<file path="config.mk">
export PLATFORM = sky130hd
export DESIGN_NAME = htpv_stream_converter
export DESIGN_NICKNAME = d
export VERILOG_FILES = /design/src/rtl/htpv_pkg.sv /design/src/rtl/htpv_err_line_buf.sv /design/src/rtl/htpv_stream_converter.sv
export SDC_FILE = /design/constraint.sdc
export NUM_CORES = 1
export LEC_CHECK = 0
export CORE_MARGIN = 4
export CORE_UTILIZATION = 30
export DETAILED_ROUTE_END_ITERATION = 8
export HOLD_SLACK_MARGIN = 0.12
export SYNTH_ARGS = -nofsm -noshare
export SYNTH_HDL_FRONTEND = slang
export SYNTH_SLANG_ARGS = --single-unit
</file>
<file path="constraint.sdc">
create_clock -name clk -period 34.9 [get_ports clk]
set_input_delay 10.47 -clock clk [delete_from_list [all_inputs] [get_ports clk]]
set_output_delay 10.47 -clock clk [all_outputs]
set_load 0.02 [all_outputs]
</file>
<file path="src/rtl/htpv_pkg.sv">
// Shared types and constants for the halftone stream converter.
// Optional build macro: HTPV_SERPENTINE_EN (serpentine scan, see top).
package htpv_pkg;

  typedef enum logic [1:0] {
    ST_IDLE,
    ST_RUN,
    ST_DONE
  } state_t;

  // Floyd-Steinberg weights, all divided by 2**FS_SHIFT
  localparam int FS_W_CARRY = 7;
  localparam int FS_W_DIAG  = 3;
  localparam int FS_W_BELOW = 5;
  localparam int FS_W_FAR   = 1;
  localparam int FS_SHIFT   = 4;

  function automatic int err_width(input int pixel_w);
    return pixel_w + 3;
  endfunction

  function automatic int idx_width(input int n);
    return (n > 1) ? $clog2(n) : 1;
  endfunction

endpackage

</file>
<file path="src/rtl/htpv_err_line_buf.sv">
// Two ping-pong banks of per-column diffusion error: one read as the current
// row, the other accumulating contributions for the row below.
module htpv_err_line_buf
  import htpv_pkg::*;
#(
  parameter int COLS = 8,
  parameter int E    = 11,
  parameter int CW   = 3
) (
  input  logic                clk,
  input  logic                reset,
  input  logic                clear,
  input  logic                swap,
  input  logic                acc_en,
  input  logic [CW-1:0]       col,
  input  logic signed [E-1:0] add_left,
  input  logic signed [E-1:0] add_mid,
  input  logic signed [E-1:0] add_right,
  output logic signed [E-1:0] cur
);

  logic signed [E-1:0] bank [2][COLS];
  logic                sel;
  logic                nsel;

  assign nsel = ~sel;
  assign cur  = bank[sel][col];

  always_ff @(posedge clk or negedge reset) begin
    if (!reset) begin
      sel <= 1'b0;
      for (int unsigned j = 0; j < COLS; j++) begin
        bank[0][j] <= '0;
        bank[1][j] <= '0;
      end
    end else if (clear) begin
      sel <= 1'b0;
      for (int unsigned j = 0; j < COLS; j++) begin
        bank[0][j] <= '0;
        bank[1][j] <= '0;
      end
    end else begin
      // Neighbours outside 0..COLS-1 simply never match and are dropped.
      if (acc_en) begin
        for (int unsigned j = 0; j < COLS; j++) begin
          if (j + 1 == 32'(col))
            bank[nsel][j] <= bank[nsel][j] + add_left;
          else if (j == 32'(col))
            bank[nsel][j] <= bank[nsel][j] + add_mid;
          else if (j == 32'(col) + 1)
            bank[nsel][j] <= bank[nsel][j] + add_right;
        end
      end
      if (swap) begin
        sel <= nsel;
        for (int unsigned j = 0; j < COLS; j++) begin
          bank[sel][j] <= '0;
        end
      end
    end
  end

endmodule

</file>
<file path="src/rtl/htpv_stream_converter.sv">
// Streaming Floyd-Steinberg halftone converter: one bit per pixel plus a packed row word.
// Optional build macro: HTPV_SERPENTINE_EN (odd rows scanned right to left).
module htpv_stream_converter
  import htpv_pkg::*;
#(
  parameter int PIXEL_W = 8,
  parameter int COLS    = 8,
  parameter int ROWS    = 6,
  parameter int THRESH  = 2 ** (PIXEL_W - 1)
) (
  input  logic                       clk,
  input  logic                       reset,
  input  logic                       go,
  input  logic [PIXEL_W-1:0]         pix_in,
  input  logic                       pix_valid,
  output logic                       pix_ready,
  output logic                       ht_bit,
  output logic                       ht_valid,
  output logic [COLS-1:0]            row_bits,
  output logic                       row_valid,
  output logic [idx_width(ROWS)-1:0] row_index,
  output logic                       busy,
  output logic                       done
);

  localparam int E  = err_width(PIXEL_W);
  localparam int CW = idx_width(COLS);
  localparam int RW = idx_width(ROWS);

  localparam logic signed [E-1:0] MAXV     = E'((2 ** PIXEL_W) - 1);
  localparam logic signed [E-1:0] THRV     = E'(THRESH);
  localparam logic [CW-1:0]       COL_LAST = CW'(COLS - 1);
  localparam logic [RW-1:0]       ROW_LAST = RW'(ROWS - 1);

  state_t              state;
  logic [RW-1:0]       row;
  logic [CW-1:0]       col;
  logic [CW-1:0]       bidx;
  logic signed [E-1:0] carry;
  logic [COLS-1:0]     row_acc;
  logic [COLS-1:0]     row_next;

  logic                accept;
  logic                rev;
  logic                rev_next;
  logic                end_row;
  logic                last_row;
  logic                hbit;
  logic                buf_clear;
  logic                buf_swap;
  logic                buf_acc;
  logic signed [E-1:0] cur;
  logic signed [E-1:0] corr;
  logic signed [E-1:0] err;
  logic signed [E+2:0] err_x;
  logic signed [E-1:0] d_carry;
  logic signed [E-1:0] d_diag;
  logic signed [E-1:0] d_below;
  logic signed [E-1:0] d_far;
  logic signed [E-1:0] add_left;
  logic signed [E-1:0] add_right;

  // Weighted error share with floor rounding (arithmetic shift of a signed product).
  function automatic logic signed [E-1:0] fs_term(input logic signed [E+2:0] e,
                                                  input int w);
    logic signed [E+2:0] prod;
    prod = e * (E+3)'(w);
    return E'(prod >>> FS_SHIFT);
  endfunction

`ifdef HTPV_SERPENTINE_EN
  assign rev      = row[0];
  assign rev_next = ~row[0];
`else
  assign rev      = 1'b0;
  assign rev_next = 1'b0;
`endif

  assign accept   = pix_valid && pix_ready;
  assign end_row  = rev ? (col == '0) : (col == COL_LAST);
  assign last_row = (row == ROW_LAST);

  assign corr  = $signed({3'b000, pix_in}) + carry + cur;
  assign hbit  = (corr >= THRV);
  assign err   = corr - (hbit ? MAXV : '0);
  assign err_x = (E+3)'(err);

  assign d_carry = fs_term(err_x, FS_W_CARRY);
  assign d_diag  = fs_term(err_x, FS_W_DIAG);
  assign d_below = fs_term(err_x, FS_W_BELOW);
  assign d_far   = fs_term(err_x, FS_W_FAR);

  // Right-to-left rows mirror the lower-row weights; the carry always feeds the next pixel.
  assign add_left  = rev ? d_far  : d_diag;
  assign add_right = rev ? d_diag : d_far;

  assign bidx = COL_LAST - col;

  always_comb begin
    row_next       = row_acc;
    row_next[bidx] = hbit;
  end

  assign buf_clear = go && (state != ST_RUN);
  assign buf_swap  = accept && end_row;
  assign buf_acc   = accept && !last_row;

  htpv_err_line_buf #(
    .COLS (COLS),
    .E    (E),
    .CW   (CW)
  ) u_line_buf (
    .clk       (clk),
    .reset     (reset),
    .clear     (buf_clear),
    .swap      (buf_swap),
    .acc_en    (buf_acc),
    .col       (col),
    .add_left  (add_left),
    .add_mid   (d_below),
    .add_right (add_right),
    .cur       (cur)
  );

  always_ff @(posedge clk or negedge reset) begin
    if (!reset) begin
      state     <= ST_IDLE;
      row       <= '0;
      col       <= '0;
      carry     <= '0;
      row_acc   <= '0;
      pix_ready <= 1'b0;
      ht_bit    <= 1'b0;
      ht_valid  <= 1'b0;
      row_bits  <= '0;
      row_valid <= 1'b0;
      row_index <= '0;
      busy      <= 1'b0;
      done      <= 1'b0;
    end else begin
      ht_valid  <= 1'b0;
      row_valid <= 1'b0;
      unique case (state)
        ST_IDLE, ST_DONE: begin
          if (go) begin
            state     <= ST_RUN;
            row       <= '0;
            col       <= '0;
            carry     <= '0;
            row_acc   <= '0;
            pix_ready <= 1'b1;
            busy      <= 1'b1;
            done      <= 1'b0;
          end
        end
        ST_RUN: begin
          if (accept) begin
            ht_bit   <= hbit;
            ht_valid <= 1'b1;
            if (end_row) begin
              carry     <= '0;
              row_acc   <= '0;
              row_bits  <= row_next;
              row_valid <= 1'b1;
              row_index <= row;
              if (last_row) begin
                state     <= ST_DONE;
                pix_ready <= 1'b0;
                busy      <= 1'b0;
                done      <= 1'b1;
              end else begin
                row <= row + 1'b1;
                col <= rev_next ? COL_LAST : '0;
              end
            end else begin
              carry   <= d_carry;
              row_acc <= row_next;
              col     <= rev ? col - 1'b1 : col + 1'b1;
            end
          end
        end
        default: state <= ST_IDLE;
      endcase
    end
  end

endmodule

</file>
==> impl_metrics.py, run 1 <==
metrics = {
    "grt": {
        "grt_pass1_wl_um": 174100,
        "first_global_vias": 27550,
        "grt_max_degree": 122,
        "grt_usage_pct": 22.49,
        "grt_remaining_overflow": 0,
        "grt_antenna_before_repair": 2,
    },
    "cts": {
        "ctsHoldBuffers": 0,
        "cts_made_buffers": 30,
        "cts_resized": 0,
        "clock-sinks": 219,
        "clk_pin_slew_worst_paths_ns": 0.06,
        "clock-root-buffer": "clkbuf_16",
        "cts_tree": "done",
        "cts_setup_buffers": 0,
        "clk_latency_ns": 0.63,
        "cts_max_level": 1,
        "ctsLongestPathBuffers": 3,
    },
    "yosys": {
        "synth_edf_count": 0,
        "yosys_warnings": 0,
        "syn_nets": 3862,
        "async_reset_ff_share_pct": 100.0,
        "synth-seq-area-share_pct": 19.13,
        "netlist_area_um2": 28650,
        "yosysUniqueCellTypes": 91,
        "syn_avg_cell_area_um2": 8.122,
        "syn_inst": 3527,
        "ys.flop_type": "dfrtp_1",
        "ys_ff_latch": 219,
    },
    "sta": {
        "final-setup-viol-count": 0,
        "fmaxAchievable_ghz": 0.04493,
        "fin_crit_ns": 22.26,
        "tightest_slew_ns": 1.250,
        "fin_ws_ns": 12.64,
        "tns_ns": 0,
        "fin_crit_sh_pct": 63.78,
        "skew_ns": 0.02632,
        "hold_viol_final": 0,
        "rsz0062_at_grt": "no",
        "max_slew_margin_pct": 15.77,
        "drv_slew": 0,
    },
    "floorplanning": {
        "io-pin-count": 29,
        "chipWidth_um": 317.0,
        "rows": 113,
        "die_h_um": 317.0,
        "start_util_pct": 30.20,
        "die_area_um2": 100500,
        "core_area_um2": 94870,
    },
    "finish": {
        "area.growth.synth_to_final_pct": 10.07,
        "nets": 3794,
        "multi_input_area_um2": 21970,
        "drive_gt1_share_pct": 10.22,
        "mostFrequentLayoutCells": "a21oi_1 (374), nand2_1 (291), ha_1 (286)",
        "ff_latch_area_um2": 5485,
        "utilization_pct": 33.24,
        "instances_no_fill": 4751,
        "fillers": 9843,
        "layout_commonest_cell": "a21oi_1",
    },
    "place": {
        "dp_slack_ns": 12.32,
        "dp_cells": 4692,
        "hpwl_um": 82670,
        "gp_congestion": 0.9651,
        "portBuffers": 28,
    },
    "critical_path": {
        "path_buf_inv": 7,
        "max_stage_delay_ns": 0.74,
        "cp_max_fo": 18,
        "cp-start-kind": "input pin",
        "end_kind": "register",
        "reg2reg_to": "u_line_buf.bank[76]",
        "cpMostUsedCell": "ha_1",
        "required_ns": 35.41,
        "cp_num_cells": 41,
        "reg2reg_setup_slack_ns": 19.24,
        "criticalPathCategory": "in -> reg",
        "r2r_cells": 43,
        "cp_top_family": "simple AND/OR/NAND/NOR gates",
        "cpMaxStageDelayCell": "a21o_1",
        "cp.arrival_ns": 22.77,
        "worstReg2RegStart": "u_line_buf.sel",
        "critPathLaunch": "pix_in[1]",
    },
    "min_path": {
        "hold_depth": 1,
        "hp-class": "reg -> reg",
        "hold_path_end": "row_index[2]",
        "min_from": "row_index[2]",
    },
    "route": {
        "ant_nets": 0,
        "dr.pass1.iters": 7,
        "routed-via-count": 29050,
        "drc": 0,
        "dr.first_iter.drc_count": 3667,
        "wl_um": 116100,
        "post_drt_wl_per_cell_um": 24.43,
        "via_per_inst": 6.115,
    },
    "run": {
        "drv_cap": 0,
    },
    "outcome": {
        "status": "completed",
    },
}
state kept, by name (all words and copies together), names as in the netlist, 2 cells and up:
name             flops
carry               10
col                  3
row                  3
row_acc              8
row_bits             8
row_index            3
state                2
u_line_buf.bank    176
worst max-delay path by stage:
| stage | end | slack [ns] |
|---|---|---|
| 2_1_floorplan | u_line_buf.bank[42] | 15.01 |
| 3_3_place_gp | u_line_buf.bank[76] | 12.57 |
| 3_5_place_dp | u_line_buf.bank[76] | 12.32 |
| 4_1_cts | u_line_buf.bank[76] | 12.94 |
| 5_1_grt | u_line_buf.bank[76] | 12.07 |
| 6_report | u_line_buf.bank[76] | 12.64 |
layer usage:
metal / global-route usage [%] / up-vias / share of wire (%) / wire [µm]
li1: - / 13080 / - / -
met1: 30.01 / 13990 / 41 / 47520
met2: 33.67 / 1626 / 42 / 48790
met3: 4.855 / 356 / 10 / 12020
met4: 12.63 / 0 / 6.7 / 7720
met5: 0 / - / 0 / 0
synth_stat cells (all sizes together), types with 49 or more instances:
| cell | instances | area share (%) |
|---|---|---|
| a21oi | 375 | 6.6 |
| nand2 | 291 | 3.8 |
| ha | 288 | 13 |
| nor2 | 287 | 3.8 |
| o21ai | 261 | 4.6 |
| dfrtp | 219 | 19 |
| xnor2 | 189 | 5.9 |
| clkbuf | 167 | 2.2 |
| inv | 149 | 2.0 |
| mux2 | 102 | 4.0 |
| nand3 | 77 | 1.3 |
| xor2 | 76 | 2.3 |
| o21bai | 70 | 1.8 |
| nor3 | 63 | 1.1 |
| mux4 | 53 | 4.2 |
| a211oi | 51 | 1.4 |
| a31oi | 50 | 1.1 |
| a21o | 49 | 1.3 |
cell type report:
class                   instances  share of cell area (%)
clock inverters                11                  0.5159
diodes                          3                 0.02381
repair buffers                 99                   2.674
flip-flops and latches        219                   17.40
multi-input cells            2959                   69.66
clock buffers                  45                   2.913
well taps                    1265                   5.020
inverters                     150                   1.794
through the flow:
stage                     area (µm²)  hold slack (ns)
final                          31530           0.5025
after global routing           31520           0.5200
after CTS                      31520           0.5078
after detailed placement       30440           0.4940
after global placement         30440           0.4765
after floorplan                28650           0.4563
worst reg2reg max path, delay by kind of cell, from the launching register on:
family	cells	cell delay, ns
AOI/OAI and AO/OA	15	3.76
xor gates and xnor gates	2	0.42
adders and majority gates	5	1.82
buffers and inverters	8	3.76
DFF	1	0.74
muxes	3	1.38
and+or+nand+nor	10	3.68
cells by family after synthesis:
| family | share of synthesized area (%) |
|---|---|
| muxes | 9.679 |
| adders and majority gates | 15.27 |
| xor gates and xnor gates | 8.181 |
| buffers and inverters | 4.713 |
| and+or+nand+nor | 14.69 |
| DFF | 19.13 |
| AOI/OAI and AO/OA | 28.34 |
Power of run 1 is not shown: default switching activity piles up to over one toggle a cycle in this logic, so the estimate is an artifact.
==> run 2: changes to the inputs <==
==> constraint.sdc (replaced) <==
create_clock -name clk -period 22.6 [get_ports clk]
set_input_delay 6.78 -clock clk [delete_from_list [all_inputs] [get_ports clk]]
set_output_delay 6.78 -clock clk [all_outputs]
set_load 0.02 [all_outputs]
==> impl_metrics.py, run 2 (same netlist as run 1, synthesis figures left out) <==
metrics = {
    "finish": {
        "area.growth.synth_to_final_pct": 9.718,
        "drive_gt1_share_pct": 10.04,
        "fillers": 9869,
        "mostFrequentLayoutCells": "a21oi_1 (374), nand2_1 (291), ha_1 (286)",
        "largest_reg_flops": 176,
        "layout_commonest_cell": "a21oi_1",
        "multi_input_area_um2": 21970,
        "antenna_cells": 0,
        "nets": 3792,
        "reg_top3": "u_line_buf.bank: 176 flops, carry: 10 flops",
        "top_register": "u_line_buf.bank",
        "ff_latch_area_um2": 5485,
    },
    "critical_path": {
        "cp_max_fo": 18,
        "reg2reg_to": "u_line_buf.bank[76]",
        "cp-start-kind": "input pin",
        "worstReg2RegStart": "u_line_buf.sel",
        "cpMostUsedCell": "ha_1",
        "cpMaxStageDelayCell": "a21o_1",
        "max_stage_delay_ns": 0.73,
        "r2r_cells": 44,
        "cp.arrival_ns": 19.21,
        "end_kind": "register",
        "required_ns": 23.16,
        "criticalPathCategory": "in -> reg",
        "reg2reg_setup_slack_ns": 7.36,
    },
    "floorplanning": {
        "chipWidth_um": 317.0,
        "core_area_um2": 94870,
        "start_util_pct": 30.20,
        "rows": 113,
        "die_h_um": 317.0,
        "io-pin-count": 29,
        "die_area_um2": 100500,
    },
    "route": {
        "routed-via-count": 28930,
        "via_per_inst": 6.101,
        "dr.first_iter.drc_count": 3962,
        "ant_nets": 0,
        "post_drt_wl_per_cell_um": 24.42,
        "drc": 0,
        "dr.pass1.iters": 9,
        "wl_um": 115800,
    },
    "grt": {
        "grt_usage_pct": 22.39,
        "grt_pass1_wl_um": 173200,
        "grt_max_degree": 123,
        "first_global_vias": 27410,
        "grt_antenna_before_repair": 4,
        "grt_remaining_overflow": 0,
    },
    "sta": {
        "tightest_slew_ns": 1.120,
        "rsz0062_at_grt": "no",
        "hold_viol_final": 0,
        "fin_crit_sh_pct": 82.53,
        "fin_crit_ns": 18.65,
        "max_slew_margin_pct": 24.53,
        "final-setup-viol-count": 0,
        "skew_ns": 0.01935,
        "tns_ns": 0,
        "drv_slew": 0,
        "fmaxAchievable_ghz": 0.05361,
    },
    "cts": {
        "clk_latency_ns": 0.63,
        "clock-root-buffer": "clkbuf_16",
        "cts_made_buffers": 30,
        "cts_setup_buffers": 0,
        "ctsHoldBuffers": 0,
        "cts_max_level": 1,
        "cts_tree": "done",
        "ctsLongestPathBuffers": 3,
        "clock-sinks": 219,
        "clk_pin_slew_worst_paths_ns": 0.06,
        "cts_resized": 0,
    },
    "min_path": {
        "hold_path_end": "row_bits[7]",
        "hp-class": "reg -> reg",
        "min_from": "row_bits[7]",
        "hold_depth": 1,
    },
    "outcome": {
        "status": "completed",
    },
    "place": {
        "hpwl_um": 82290,
        "portBuffers": 28,
        "gp_congestion": 0.9602,
    },
    "run": {
        "drv_cap": 0,
    },
}
==> run 2: cell types whose count changed in the layout (fill, tap and decap cells not counted), sizes merged <==
cell,before,now
buf,72,70
clkinvlp,0,2
clkbuf,45,44
bufinv,4,2
diode,3,0
clkinv,8,5
==> run 2: worst max-delay path by stage <==
stage | startpoint | to | slack (ns)
CTS | pix_in[1] | u_line_buf.bank[76] | 4.25
floorplan | pix_in[1] | u_line_buf.bank[42] | 6.40
global placement | pix_in[1] | u_line_buf.bank[76] | 3.97
global route | pix_in[1] | u_line_buf.bank[76] | 3.44
finish | pix_in[1] | u_line_buf.bank[76] | 3.95
detailed placement | pix_in[1] | u_line_buf.bank[76] | 3.63
==> run 2: final cells by class <==
type	instances	area share (%)
multi-input combinational	2959	69.89
sequential	219	17.45
tap	1265	5.036
clock buffer	44	2.846
timing repair buffer	97	2.675
inverter	150	1.799
clock inverter	8	0.3025
==> run 2: worst max-delay path, delay by kind of cell <==
family                     cells  cell delay [ns]
AOI/OAI and AO/OA             15             3.71
xor gates and xnor gates       1             0.13
buffers and inverters          7             2.34
and+or+nand+nor               11             3.87
adders and majority gates      6             2.20
muxes                          1             0.13
==> run 2: layer usage <==
layer  GRT usage [%]  up-vias  routed length [µm]
met5               0        -                  27
met3           4.959      379               12480
li1                -    13070                   -
met1           29.51    13840               46990
met4           13.11        4                8143
met2           33.63     1637               48130
==> run 2: through the flow <==
stage | hold WS, ns | cell area, µm² | worst slack [ns] | std cells | utilization, %
4_1_cts | 0.5074 | 31430 | 4.248 | 4742 | 33.13
2_1_floorplan | 0.4563 | 28650 | 6.401 | 3527 | -
5_1_grt | 0.5219 | 31430 | 3.437 | 4742 | 33.13
3_5_place_dp | 0.4901 | 30440 | 3.628 | 4690 | 32.09
6_report | 0.5029 | 31430 | 3.947 | 4742 | 33.13
3_3_place_gp | 0.4773 | 30440 | 3.967 | 4690 | 32.09
Power of run 2 is left out for the same reason.
